## config.mk

```make
export PLATFORM = sky130hd
export DESIGN_NAME = store_buffer
export DESIGN_NICKNAME = d
export VERILOG_FILES = /design/src/rtl/store_buffer.sv
export SDC_FILE = /design/constraint.sdc
export NUM_CORES = 1
export LEC_CHECK = 0
export CORE_MARGIN = 2
export CORE_UTILIZATION = 45
export DETAILED_ROUTE_END_ITERATION = 10
export PLACE_DENSITY_LB_ADDON = 0.15
export SLEW_MARGIN = 20
export SYNTH_ARGS = -nofsm -noshare
export SYNTH_HDL_FRONTEND = slang
export SYNTH_SLANG_ARGS = --single-unit
```

## constraint.sdc

```tcl
create_clock -name CLK -period 6.25 [get_ports CLK]
set_clock_uncertainty 0.05 [all_clocks]
set_input_delay 1.25 -clock CLK [delete_from_list [all_inputs] [get_ports CLK]]
set_output_delay 1.25 -clock CLK [all_outputs]
set_load 0.02 [all_outputs]
```

## src/rtl/store_buffer.sv

```systemverilog
// Store queue between the memory-access stage and datamem: aligns SB/SH/SW requests,
// buffers up to DEPTH of them and issues them one at a time as single-beat writes.
`timescale 1ns/1ps

module store_buffer #(
    parameter int unsigned DEPTH = 4,
    parameter int unsigned PTR_W = 2
) (
    input  logic        CLK,
    input  logic        RSTN,
    input  logic        ST_VALID,
    output logic        ST_READY,
    input  logic [31:0] ST_ADDR,
    input  logic [2:0]  ST_FUNCT3,
    input  logic [31:0] ST_DATA,
    output logic        ST_ERR,
    input  logic [31:0] LD_ADDR,
    output logic        LD_HAZARD,
    output logic        EMPTY,
    output logic [31:0] WRADDR,
    output logic        WREN,
    output logic [3:0]  WRSTRB,
    output logic [31:0] WRDATA,
    input  logic        LOADING
);

    localparam int unsigned CNT_W  = PTR_W + 1;
    localparam int unsigned WADR_W = 30;

    typedef enum logic [1:0] {
        S_IDLE  = 2'd0,
        S_ISSUE = 2'd1,
        S_WAIT  = 2'd2
    } state_e;

    state_e              state_q;
    logic [CNT_W-1:0]    count_q, count_d;
    logic [PTR_W-1:0]    wr_ptr_q, wr_ptr_d;
    logic [PTR_W-1:0]    rd_ptr_q, rd_ptr_d;
    logic [WADR_W-1:0]   e_addr_q [DEPTH];
    logic [3:0]          e_strb_q [DEPTH];
    logic [31:0]         e_data_q [DEPTH];
    logic [DEPTH-1:0]    e_valid_q;

    logic                legal_c;
    logic [3:0]          strb_c;
    logic [31:0]         data_c;
    logic                push_c;
    logic                pop_c;
    logic                hazard_c;

    logic                err_q;
    logic                wren_q;
    logic [31:0]         wraddr_q;
    logic [3:0]          wrstrb_q;
    logic [31:0]         wrdata_q;

    // Decode funct3, check alignment, build lane strobe and replicated data
    always_comb begin
        legal_c = 1'b0;
        strb_c  = 4'b0000;
        data_c  = ST_DATA;
        case (ST_FUNCT3)
            3'b000: begin
                legal_c = 1'b1;
                strb_c  = 4'b0001 << ST_ADDR[1:0];
                data_c  = {4{ST_DATA[7:0]}};
            end
            3'b001: begin
                legal_c = ~ST_ADDR[0];
                strb_c  = ST_ADDR[1] ? 4'b1100 : 4'b0011;
                data_c  = {2{ST_DATA[15:0]}};
            end
            3'b010: begin
                legal_c = (ST_ADDR[1:0] == 2'b00);
                strb_c  = 4'b1111;
                data_c  = ST_DATA;
            end
            default: begin
                legal_c = 1'b0;
            end
        endcase
    end

    assign ST_READY = (count_q != CNT_W'(DEPTH));
    assign push_c   = ST_VALID & ST_READY & legal_c;
    assign pop_c    = (state_q == S_WAIT) & ~LOADING;

    always_comb begin
        count_d  = count_q + CNT_W'(push_c) - CNT_W'(pop_c);
        wr_ptr_d = push_c ? wr_ptr_q + PTR_W'(1) : wr_ptr_q;
        rd_ptr_d = pop_c  ? rd_ptr_q + PTR_W'(1) : rd_ptr_q;
    end

    always_ff @(posedge CLK or negedge RSTN) begin
        if (!RSTN) begin
            count_q  <= '0;
            wr_ptr_q <= '0;
            rd_ptr_q <= '0;
            err_q    <= 1'b0;
        end else begin
            count_q  <= count_d;
            wr_ptr_q <= wr_ptr_d;
            rd_ptr_q <= rd_ptr_d;
            err_q    <= ST_VALID & ~legal_c;
        end
    end

    // Entry storage; push and pop never target the same slot (full blocks push, empty blocks pop)
    always_ff @(posedge CLK or negedge RSTN) begin
        if (!RSTN) begin
            e_valid_q <= '0;
            for (int unsigned i = 0; i < DEPTH; i++) begin
                e_addr_q[i] <= '0;
                e_strb_q[i] <= '0;
                e_data_q[i] <= '0;
            end
        end else begin
            if (push_c) begin
                e_addr_q[wr_ptr_q]  <= ST_ADDR[31:2];
                e_strb_q[wr_ptr_q]  <= strb_c;
                e_data_q[wr_ptr_q]  <= data_c;
                e_valid_q[wr_ptr_q] <= 1'b1;
            end
            if (pop_c) begin
                e_valid_q[rd_ptr_q] <= 1'b0;
            end
        end
    end

    // Word-granular match against every pending entry, including the one in flight
    always_comb begin
        hazard_c = 1'b0;
        for (int unsigned i = 0; i < DEPTH; i++) begin
            if (e_valid_q[i] &&
                ((({e_addr_q[i], 2'b00} ^ LD_ADDR) & 32'hFFFF_FFFC) == 32'h0000_0000)) begin
                hazard_c = 1'b1;
            end
        end
    end

    // Issue FSM; head payload is captured at issue and held until the pop
    always_ff @(posedge CLK or negedge RSTN) begin
        if (!RSTN) begin
            state_q  <= S_IDLE;
            wren_q   <= 1'b0;
            wraddr_q <= '0;
            wrstrb_q <= '0;
            wrdata_q <= '0;
        end else begin
            case (state_q)
                S_IDLE: begin
                    wren_q <= 1'b0;
                    if ((count_q != '0) && !LOADING) begin
                        state_q  <= S_ISSUE;
                        wren_q   <= 1'b1;
                        wraddr_q <= {e_addr_q[rd_ptr_q], 2'b00};
                        wrstrb_q <= e_strb_q[rd_ptr_q];
                        wrdata_q <= e_data_q[rd_ptr_q];
                    end
                end
                S_ISSUE: begin
                    state_q <= S_WAIT;
                    wren_q  <= 1'b0;
                end
                S_WAIT: begin
                    wren_q <= 1'b0;
                    if (!LOADING) begin
                        state_q <= S_IDLE;
                    end
                end
                default: begin
                    state_q <= S_IDLE;
                    wren_q  <= 1'b0;
                end
            endcase
        end
    end

    assign ST_ERR    = err_q;
    assign LD_HAZARD = hazard_c;
    assign EMPTY     = (count_q == '0) && (state_q == S_IDLE);
    assign WREN      = wren_q;
    assign WRADDR    = wraddr_q;
    assign WRSTRB    = wrstrb_q;
    assign WRDATA    = wrdata_q;

endmodule

```

**Yosys cells after proc, flatten, opt, wreduce, memory -nomap -nowiden**

Index checks and enable logic that the tools add are counted.

- Output and inout bits: 73
- Memory bits (read-only): 0
- Bits in latches: 0
- Register bits: 345
- Bits in writable memories: 0
- Input bits: 103
- Logic and storage cells: 115
- Memories kept: 0

- Add/subtract/negate cells: 4
- Bitwise operators: 16
- Order comparisons: 7
- Multipliers: 0
- Multiplexer cells: 37
- Divide/modulo/power cells: 0
- Reduce and logical (&&, ||, !) cells: 21
- Shifts and indexed selects: 1
- Equality and inequality tests: 7

Operators with widths:

| operator | count |
|---|---|
| 128-bit bitwise mux | 1 |
| 32-bit zero test | 4 |
| 32-bit XOR | 4 |
| 120-bit bitwise mux | 1 |
| 32-bit two-way mux | 3 |
| 30-bit two-way mux | 3 |
| 32-bit binary-select mux with 2-bit select | 1 |
| 32-bit demux with 2-bit select | 1 |
| 32-bit case mux with 2 select lines | 1 |
| 30-bit binary-select mux with 2-bit select | 1 |
| 30-bit demux with 2-bit select | 1 |
| 4-bit two-way mux | 6 |
| 16-bit bitwise mux | 1 |
| 4-bit case mux with 3 select lines | 1 |
| 1-bit logical AND | 9 |
| 4-bit binary-select mux with 2-bit select | 1 |
| 4-bit demux with 2-bit select | 1 |
| 1-bit two-way mux | 8 |
| 3-bit >= comparator (second input constant) | 2 |
| 3-bit zero test | 2 |
| 2-bit by 3-bit < comparator with 1-bit output (second input constant) | 2 |
| 2-bit NOT with 3-bit output | 2 |
| 2-bit case mux with 3 select lines | 1 |
| 2-bit by 1-bit adder with 2-bit output (second input constant) | 2 |
| other kinds (23) | 34 |

**Longest topological paths before layout**

Gate-level depths: netlist of the first run.

- Depth in word-level cells: 8
- Depth in mapped cells: 12
- Mapped depth without buffers: 11

**Worst setup path after synthesis of the first run**

No wires, ideal clock.

- Path kind: input to output
- From: in LD_ADDR[8]
- To: out LD_HAZARD
- Stages: 6
- Data required time: 4.950 ns
- Path slack: 2.688 ns
- Data arrival time: 2.262 ns
- Buffers on the path: 1
- Cells stage by stage: clkbuf_1 xnor2_1 nand4_1 nor4_1 nand4_1 nand4_1

- Word-level cells in the longest chain between the ends: 7
- Elaborated cells between the ends (all ways): 16
- Those cells by class: mux: 4; bitwise: 4; reduce/logical: 8

RTL lines:

| item | line | text |
|---|---|---|
| from (decl) | 17 | `input logic [31:0] LD_ADDR,` |
| 32-bit XOR | 136 | `((({e_addr_q[i], 2'b00} ^ LD_ADDR) & 32'hFFFF_FFFC) == 32'h0000_0000)) begin` |
| 32-bit zero test | 136 |  |
| 1-bit logical AND | 135 | `if (e_valid_q[i] &&` |
| 1-bit two-way mux (3 in series) | 135 |  |
| 1-bit two-way mux (*) | 135 |  |
| to (decl) | 18 | `output logic LD_HAZARD,` |

Mark *: on every way between the ends. The rest lies on a longest branch, timed or not.

**Worst setup path in the final report of the first run**

- From: in LD_ADDR[17]
- To: out LD_HAZARD

Same word-level chain as after synthesis.

==> out/results.ini, run 1 <==
[timing]
whs_ns = 0.421
final.period_utilization_pct = 81.2
tns_ns = 0
period_needed_ns = 5.08
max_clock_freq_ghz = 0.197
worst_slew_margin_rel_pct = 28.0
hold_viol_final = 0
setup_slack_ns = 1.17
setup_violations = 0
finalMaxSlewViolations = 0
tightest_slew_ns = 1.08
grt_setup_unrepaired = false

[power]
vdd_drop_max_mv = 0.263
power_mw = 9.83
power_leakage_nw = 8.99
power.density_nw_per_um2 = 504

[clock_tree]
root_buffer = clkbuf_16
cts_sinks = 345
cts-resized-gates = 0
clock_latency_ns = 0.53
cts_hold_buf = 0
cts_htree_levels = 2
path_clk_slew_ns = 0.06
cts_setup_buffers = 0
cts_tree = built
max-clock-path-buffers = 3
numCtsBuffers = 39

[critical_path]
path_max_fanout = 4
start_kind = input port
reg2reg_slack_ns = 3.43
crit_type = in2out
required_ns = 4.95
cp.arrival_ns = 3.78
endpoint_kind = primary output

[detailed_routing]
vias_per_cell = 5.38
ant_nets = 0
routed_wirelength_um = 45300
drt_pass1_iterations = 5
drt_iter0_markers = 942
vias = 11600
drc = 0
routedWlPerCell_um = 21.0

[yosys]
muxShareOfSynthArea_pct = 15.3
synth-xor-area-share_pct = 6.68
syn-cell-area_um2 = 16200
synthDistinctLibCells = 34
synth-seq-area-share_pct = 53.1
synth-edff-count = 0
synth_top_family_by_area = simple AND/OR/NAND/NOR gates
synthAdderAreaFrac_pct = 0.893
synth.avg_cell_area_um2 = 10.6
synthSimpleGateAreaFrac_pct = 16.4
post-synth-top-count-cell = nand2_1
synthTopCellsByCount = nand2_1, dfrtp_1, o21ai_0
ys_ff_latch = 345
synth_top_area_share_pct = 53.1
yosysTopAreaCell = dfrtp_1
async_flop_share_pct = 100
synth_warnings = 0
synth_cells = 1537
ys_top_cells_by_area = dfrtp_1, nand2_1, mux4_2, mux2_2, xnor2_1
ys.flop_type = dfrtp_1
synth-compound-area-share_pct = 4.02

[cells_and_area]
diodes = 0
fillers = 3192
final-seq-area_um2 = 8640
multi_input_area_um2 = 7070
nNetsFinal = 1778
drive_gt1_share_pct = 13.3
final_util_pct = 54.9
area_delta_synth_final_pct = 20.1

[status]
status = complete, no violations

[die]
core_um2 = 35600
die_width_um = 194
rows = 69
die_area_um2 = 37600
die_h_um = 194
io_pins = 176
initial_core_util_pct = 45.7

[flow_run]
max_cap_viol_count = 0

[grt]
grt_max_degree = 127
grt_pass1_wl_um = 70700
grt_pass1_vias = 11800
antenna_found_initial = 0
grt.overflow.total = 0
grtUsageTotal_pct = 24.3

[place]
gp_congestion = 0.865
post-dp-hpwl_um = 29200
preCtsSetupSlack_ns = 1.19
port_buffers = 171

[min_path]
holdCritPathClass = reg2reg

[layout by cell type, fill, tap and decap left out, types with 10 or more instances in the layout]
cell type / n
clkbuf_16: 41
dfrtp_1: 343
nor4_1: 17
ha_1: 10
buf_4: 13
nand4_1: 25
o21ai_1: 30
clkdlybuf4s50_1: 170
xnor2_1: 80
mux4_2: 66
mux2_2: 67
mux2i_1: 24
xor2_1: 44
nand2_1: 585
clkbuf_1: 10
o21ai_0: 91
[power breakdown]
part	leakage, nW	internal (mW)	switching, mW
Combinational	3.94	1.79	1.63
Clock	0.652	1.45	0.924
Sequential	4.39	3.22	0.818
Total	8.99	6.46	3.37
[through the flow]
step                area, um^2  instances
floorplan                16300       1538
global placement         18200       2084
detailed placement       18200       2084
CTS                      19500       2154
global route             19500       2154
finish                   19500       2154
[layer usage]
metal	GRT usage (%)	wire, um
met1	35.2	20100
met2	38.5	21200
met3	3.79	2850
met4	6.43	1140
met5	0	0
[worst max-delay path: stages]
cell             delay (ns)
clkdlybuf4s50_1        0.53
xnor2_1                0.39
nand4_1                0.16
nor4_1                 0.50
nand4_1                0.15
nand4_1                0.17
clkdlybuf4s50_1        0.63
[worst paths after layout]
check / endpoint / startpoint / depth (start not counted)
setup / recovery: LD_HAZARD / LD_ADDR[17] / 7
max in group asynchronous: WRDATA[2] / RSTN / 2
hold reg to reg: e_data_q[2] / e_data_q[2] / 2
setup reg to reg: WRADDR[28] / rd_ptr_q[0] / 3
hold / removal: e_data_q[2] / e_data_q[2] / 2
min in group asynchronous: WRADDR[2] / RSTN / 1
[final cells by class]
cell class,instances,area share (%)
Clock inverter,12,0.872
Multi-Input combinational cell,1083,36.2
Sequential cell,345,44.3
Clock buffer,58,5.94
Inverter,8,0.154
Timing Repair Buffer,187,9.60
Tap cell,461,2.95
[kinds of logic (layout without fill, tap and decap cells)]
group                      count (synthesis)  in the layout
AOI/OAI and AO/OA                        129            129
xor gates and xnor gates                 124            124
adders and majority gates                 11             11
buffers and inverters                    110            265
DFF                                      345            345
muxes                                    157            157
other                                      1              2
and+or+nand+nor                          660            660
[registers in the layout, summed over array words and instances (netlist names)]
name	count
WRSTRB	4
e_data_q	128
e_strb_q	16
rd_ptr_q	2
wr_ptr_q	2
WRDATA	32
ST_ERR	1
state_q	2
count_q	3
WRADDR	30
WREN	1
e_valid_q	4
e_addr_q	120
(Power assumes the default switching activity.)
==> run 2, diff against run 1 <==
- clock period: 6.25 -> 4.15 ns (I/O delays scaled with it)
==> run 2 against run 1 <==
Compared with the run above: cell count grew 1.4%; critical endpoint unchanged; via count shrank 0.18%; wire length is essentially flat; flip-flop and latch count is the same; worst hold slack lost 0.13 ns; critical path depth is the same; global-route usage is essentially flat.
==> out/results.ini, run 2 (synthesis results as in run 1) <==
[status]
status = complete, no violations

[cells_and_area]
diodes = 0
drive_gt1_share_pct = 14.7
largest_reg_flops = 128
finalInstanceArea_um2 = 19800
final_cell_mix = nand2_1, dfrtp_1, clkdlybuf4s50_1
nNetsFinal = 1810
area_delta_synth_final_pct = 21.6
regMostFlops = e_data_q
finalNonFillerCells = 2184
final_common_cell = nand2_1
final_util_pct = 55.6

[detailed_routing]
routed_wirelength_um = 45300
drt_iter0_markers = 805
routedWlPerCell_um = 20.7
vias_per_cell = 5.29
drt_pass1_iterations = 5
drc = 0
vias = 11600
ant_nets = 0

[die]
io_pins = 176
die_h_um = 194
initial_core_util_pct = 45.7
core_um2 = 35600
rows = 69
die_area_um2 = 37600
die_width_um = 194

[flow_run]
max_cap_viol_count = 0

[timing]
final.period_utilization_pct = 99.9
tightest_slew_ns = 0.861
whs_ns = 0.290
setup_violations = 0
hold_viol_final = 0
setup_slack_ns = 0.00244
worst_slew_margin_rel_pct = 42.3
finalMaxSlewViolations = 0
max_clock_freq_ghz = 0.241
grt_setup_unrepaired = false
tns_ns = 0
period_needed_ns = 4.15

[critical_path]
path_max_fanout = 4
endpoint_kind = primary output
crit_type = in2out
cp.arrival_ns = 3.27
critPathSlowestCell = clkdlybuf4s50_1
path_cells = clkdlybuf4s50_1 -> xnor2_1 -> nand4_1 -> nor4_1 -> nand4_1 -> nand4_1 -> clkdlybuf4s50_1
crit_family = buffers and inverters
crit_path_max_incr_delay_ns = 0.63
crit_top_cell = nand4_1
required_ns = 3.27
critPathBufInv = 2
start_kind = input port

[grt]
grtUsageTotal_pct = 24.4
grt_pass1_wl_um = 71500
grt_max_degree = 94
grt.overflow.total = 0
antenna_found_initial = 0
grt_pass1_vias = 12000

[power]
power_mw = 14.7
vdd_drop_max_mv = 0.392
power.density_nw_per_um2 = 745
power_leakage_nw = 9.13

[place]
placed_cells = 2116
preCtsSetupSlack_ns = 0.0648
dpl_cell_area_um2 = 18500
gp_congestion = 0.859
port_buffers = 171
post-dp-hpwl_um = 29900

[clock_tree]
cts_hold_buf = 0
cts_tree = built
path_clk_slew_ns = 0.06
cts_htree_levels = 2
numCtsBuffers = 39
max-clock-path-buffers = 3
clock_latency_ns = 0.53
cts_sinks = 345
root_buffer = clkbuf_16

[min_path]
holdCritPathClass = in2async

==> run 2: cell types whose count changed in the layout (fill, tap and decap cells not counted), moves of 2 or more <==
| cell | delta |
|---|---|
| clkbuf_1 | +3 |
| buf_12 | +7 |
| buf_4 | +25 |
| bufinv_16 | -2 |
| clkbuf_8 | -2 |
| clkinv_4 | -2 |
==> run 2: layer usage <==
layer	GRT usage [%]	vias up	wire length, um
li1	-	5426	-
met1	34.9	5773	20400
met2	39.2	309	21500
met3	3.98	52	2480
met4	5.84	0	857
met5	0	-	0
==> run 2: worst paths after layout <==
check / startpoint / end / slack [ns] / cells past startpoint
max in group asynchronous: RSTN / WRADDR[24] / 2.92 / 2
min in group CLK: e_data_q[6] / e_data_q[6] / 0.42 / 2
min: RSTN / WRADDR[5] / 0.29 / 1
min reg2reg: e_data_q[6] / e_data_q[6] / 0.42 / 2
max reg2reg: count_q[1] / count_q[2] / 1.60 / 9
max: LD_ADDR[4] / LD_HAZARD / 0.002 / 7
==> run 2: worst register-to-register path, stage by stage, from the launching register on <==
cell and delay, ns:
dfrtp_1 0.43, or3b_2 0.58, nand3_1 0.20, ha_1 0.25
inv_1 0.05, ha_1 0.13, inv_1 0.05, fa_1 0.39
xnor2_1 0.18, xnor2_1 0.15
==> run 2: final cells by class <==
cell class	count	area (um^2)
timing repair buffer	219	2200
clock buffer	58	1120
tap	461	577
inverter	8	30.0
multi-input combinational	1083	7080
clock inverter	10	115
fill	3149	15800
sequential	345	8640
==> run 2: power by group <==
group	internal (mW)	leakage, nW	switching (mW)
Combinational	2.78	4.13	2.55
Clock	1.99	0.607	1.38
Sequential	4.85	4.39	1.18
==> run 2: repair_timing <==
item	in CTS	in global routing
setup buffers	0	0
endpoints found under the setup margin	0	1
gates resized for setup	0	1
==> run 3, diff against run 2 <==
- REMOVE_ABC_BUFFERS: default -> 1
==> run 3 against run 2 <==
Compared with the run above: cell count down 0.14%; maximum frequency increased by 3.2%; critical path depth is the same; setup slack better by 0.13 ns; register-to-register slack improved by 0.02 ns; combinational power hardly changed; critical path type unchanged; critical endpoint unchanged; largest cell class unchanged; largest power group unchanged.
==> out/results.ini, run 3 (synthesis results as in run 1) <==
[clock_tree]
clock_latency_ns = 0.53
cts_tree = built
root_buffer = clkbuf_16
cts_setup_buffers = 0
path_clk_slew_ns = 0.06
cts-resized-gates = 0
cts_hold_buf = 0
max-clock-path-buffers = 3
cts_sinks = 345
numCtsBuffers = 39
cts_htree_levels = 2

[min_path]
holdCritPathClass = in2async

[detailed_routing]
vias = 11600
drc = 0
drt_iter0_markers = 798
ant_nets = 0
routed_wirelength_um = 44300
routedWlPerCell_um = 20.3
vias_per_cell = 5.34
drt_pass1_iterations = 5

[cells_and_area]
final_util_pct = 55.4
final-seq-area_um2 = 8640
area_delta_synth_final_pct = 21.4
regMostFlops = e_data_q
largest_reg_flops = 128
nNetsFinal = 1812
multi_input_area_um2 = 7110
final_common_cell = nand2_1
drive_gt1_share_pct = 14.6
final_cell_mix = nand2_1, dfrtp_1, clkdlybuf4s50_1
fillers = 3148

[timing]
hold_viol_final = 0
worst_slew_margin_rel_pct = 48.6
setup_slack_ns = 0.133
grt_setup_unrepaired = false
finalMaxSlewViolations = 0
final.period_utilization_pct = 96.8
tightest_slew_ns = 0.771
period_needed_ns = 4.02
setup_violations = 0
max_clock_freq_ghz = 0.249

[grt]
grtUsageTotal_pct = 23.9
antenna_found_initial = 3
grt_max_degree = 100
grt.overflow.total = 0
grt_pass1_vias = 11800
grt_pass1_wl_um = 69600

[critical_path]
endpoint_kind = primary output
crit_type = in2out
path_max_fanout = 4
required_ns = 3.27
start_kind = input port
cp.arrival_ns = 3.14

[flow_run]
max_cap_viol_count = 0

[die]
rows = 69
initial_core_util_pct = 45.7
core_um2 = 35600
die_width_um = 194
die_area_um2 = 37600
io_pins = 176
die_h_um = 194

[power]
power.density_nw_per_um2 = 731
power_leakage_nw = 9.11
vdd_drop_max_mv = 0.451
power_mw = 14.4

[place]
port_buffers = 171
gp_congestion = 0.835
post-dp-hpwl_um = 28900
preCtsSetupSlack_ns = 0.0949

[status]
status = complete, no violations

run 3: cell types whose count changed in the layout (fill, tap and decap cells not counted), moves of 2 or more:
| cell | previous run | this run |
|---|---|---|
| buf_12 | 10 | 12 |
| bufinv_16 | 2 | 0 |
| clkbuf_1 | 13 | 15 |
| clkbuf_8 | 5 | 1 |
| clkinv_2 | 6 | 2 |
| diode_2 | 0 | 2 |
| or3_2 | 2 | 0 |
| or3_4 | 2 | 4 |
| xnor2_1 | 80 | 76 |
| xnor2_2 | 0 | 4 |
run 3: worst max-delay path, stage by stage:
cell and delay (ns):
clkdlybuf4s50_1 0.63, xnor2_1 0.18, nand4_1 0.22, nor4_1 0.36, nand4_1 0.12, nand4_1 0.18
clkdlybuf4s50_1 0.62
run 3: final timing paths:
kind | cells after the start | startpoint | endpoint | slack (ns)
min in group CLK | 2 | e_data_q[33] | e_data_q[33] | 0.42
hold / removal | 1 | RSTN | e_data_q[43] | 0.27
setup / recovery | 7 | LD_ADDR[8] | LD_HAZARD | 0.13
max in group asynchronous | 2 | RSTN | WRDATA[15] | 2.74
hold reg to reg | 2 | e_data_q[33] | e_data_q[33] | 0.42
setup reg to reg | 9 | count_q[1] | count_q[2] | 1.62
run 3: layout make-up:
class	count	area share, %
Inverter	8	0.152
Multi-Input combinational cell	1083	36.1
Sequential cell	345	43.8
Timing Repair Buffer	221	11.4
Tap cell	461	2.93
Antenna cell	2	0.0254
Clock inverter	5	0.222
Clock buffer	56	5.43
run 3: metrics by stage:
| stage | cell area [um^2] | hold WS, ns | setup TNS (ns) | instances |
|---|---|---|---|---|
| 4_1_cts | 19700 | 0.314 | 0 | 2179 |
| 3_5_place_dp | 18600 | 0.408 | 0 | 2118 |
| 6_report | 19700 | 0.275 | 0 | 2181 |
| 2_1_floorplan | 15700 | 0.390 | -275.24 | 1436 |
| 5_1_grt | 19700 | 0.332 | 0 | 2180 |
| 3_3_place_gp | 18600 | 0.403 | 0 | 2118 |
run 3: where the power goes:
group	switching (mW)	internal, mW	total (mW)
Clock	1.34	1.78	3.12
Sequential	1.14	4.85	5.99
Combinational	2.49	2.80	5.29
Total	4.97	9.44	14.4
run 3: routing by layer:
metal	wire [um]	part of all wire [%]	track usage, %
met4	689	1.6	5.22
met1	20200	46	35.3
met3	2990	6.8	4.57
met5	9	0.020	0
met2	20400	46	36.8
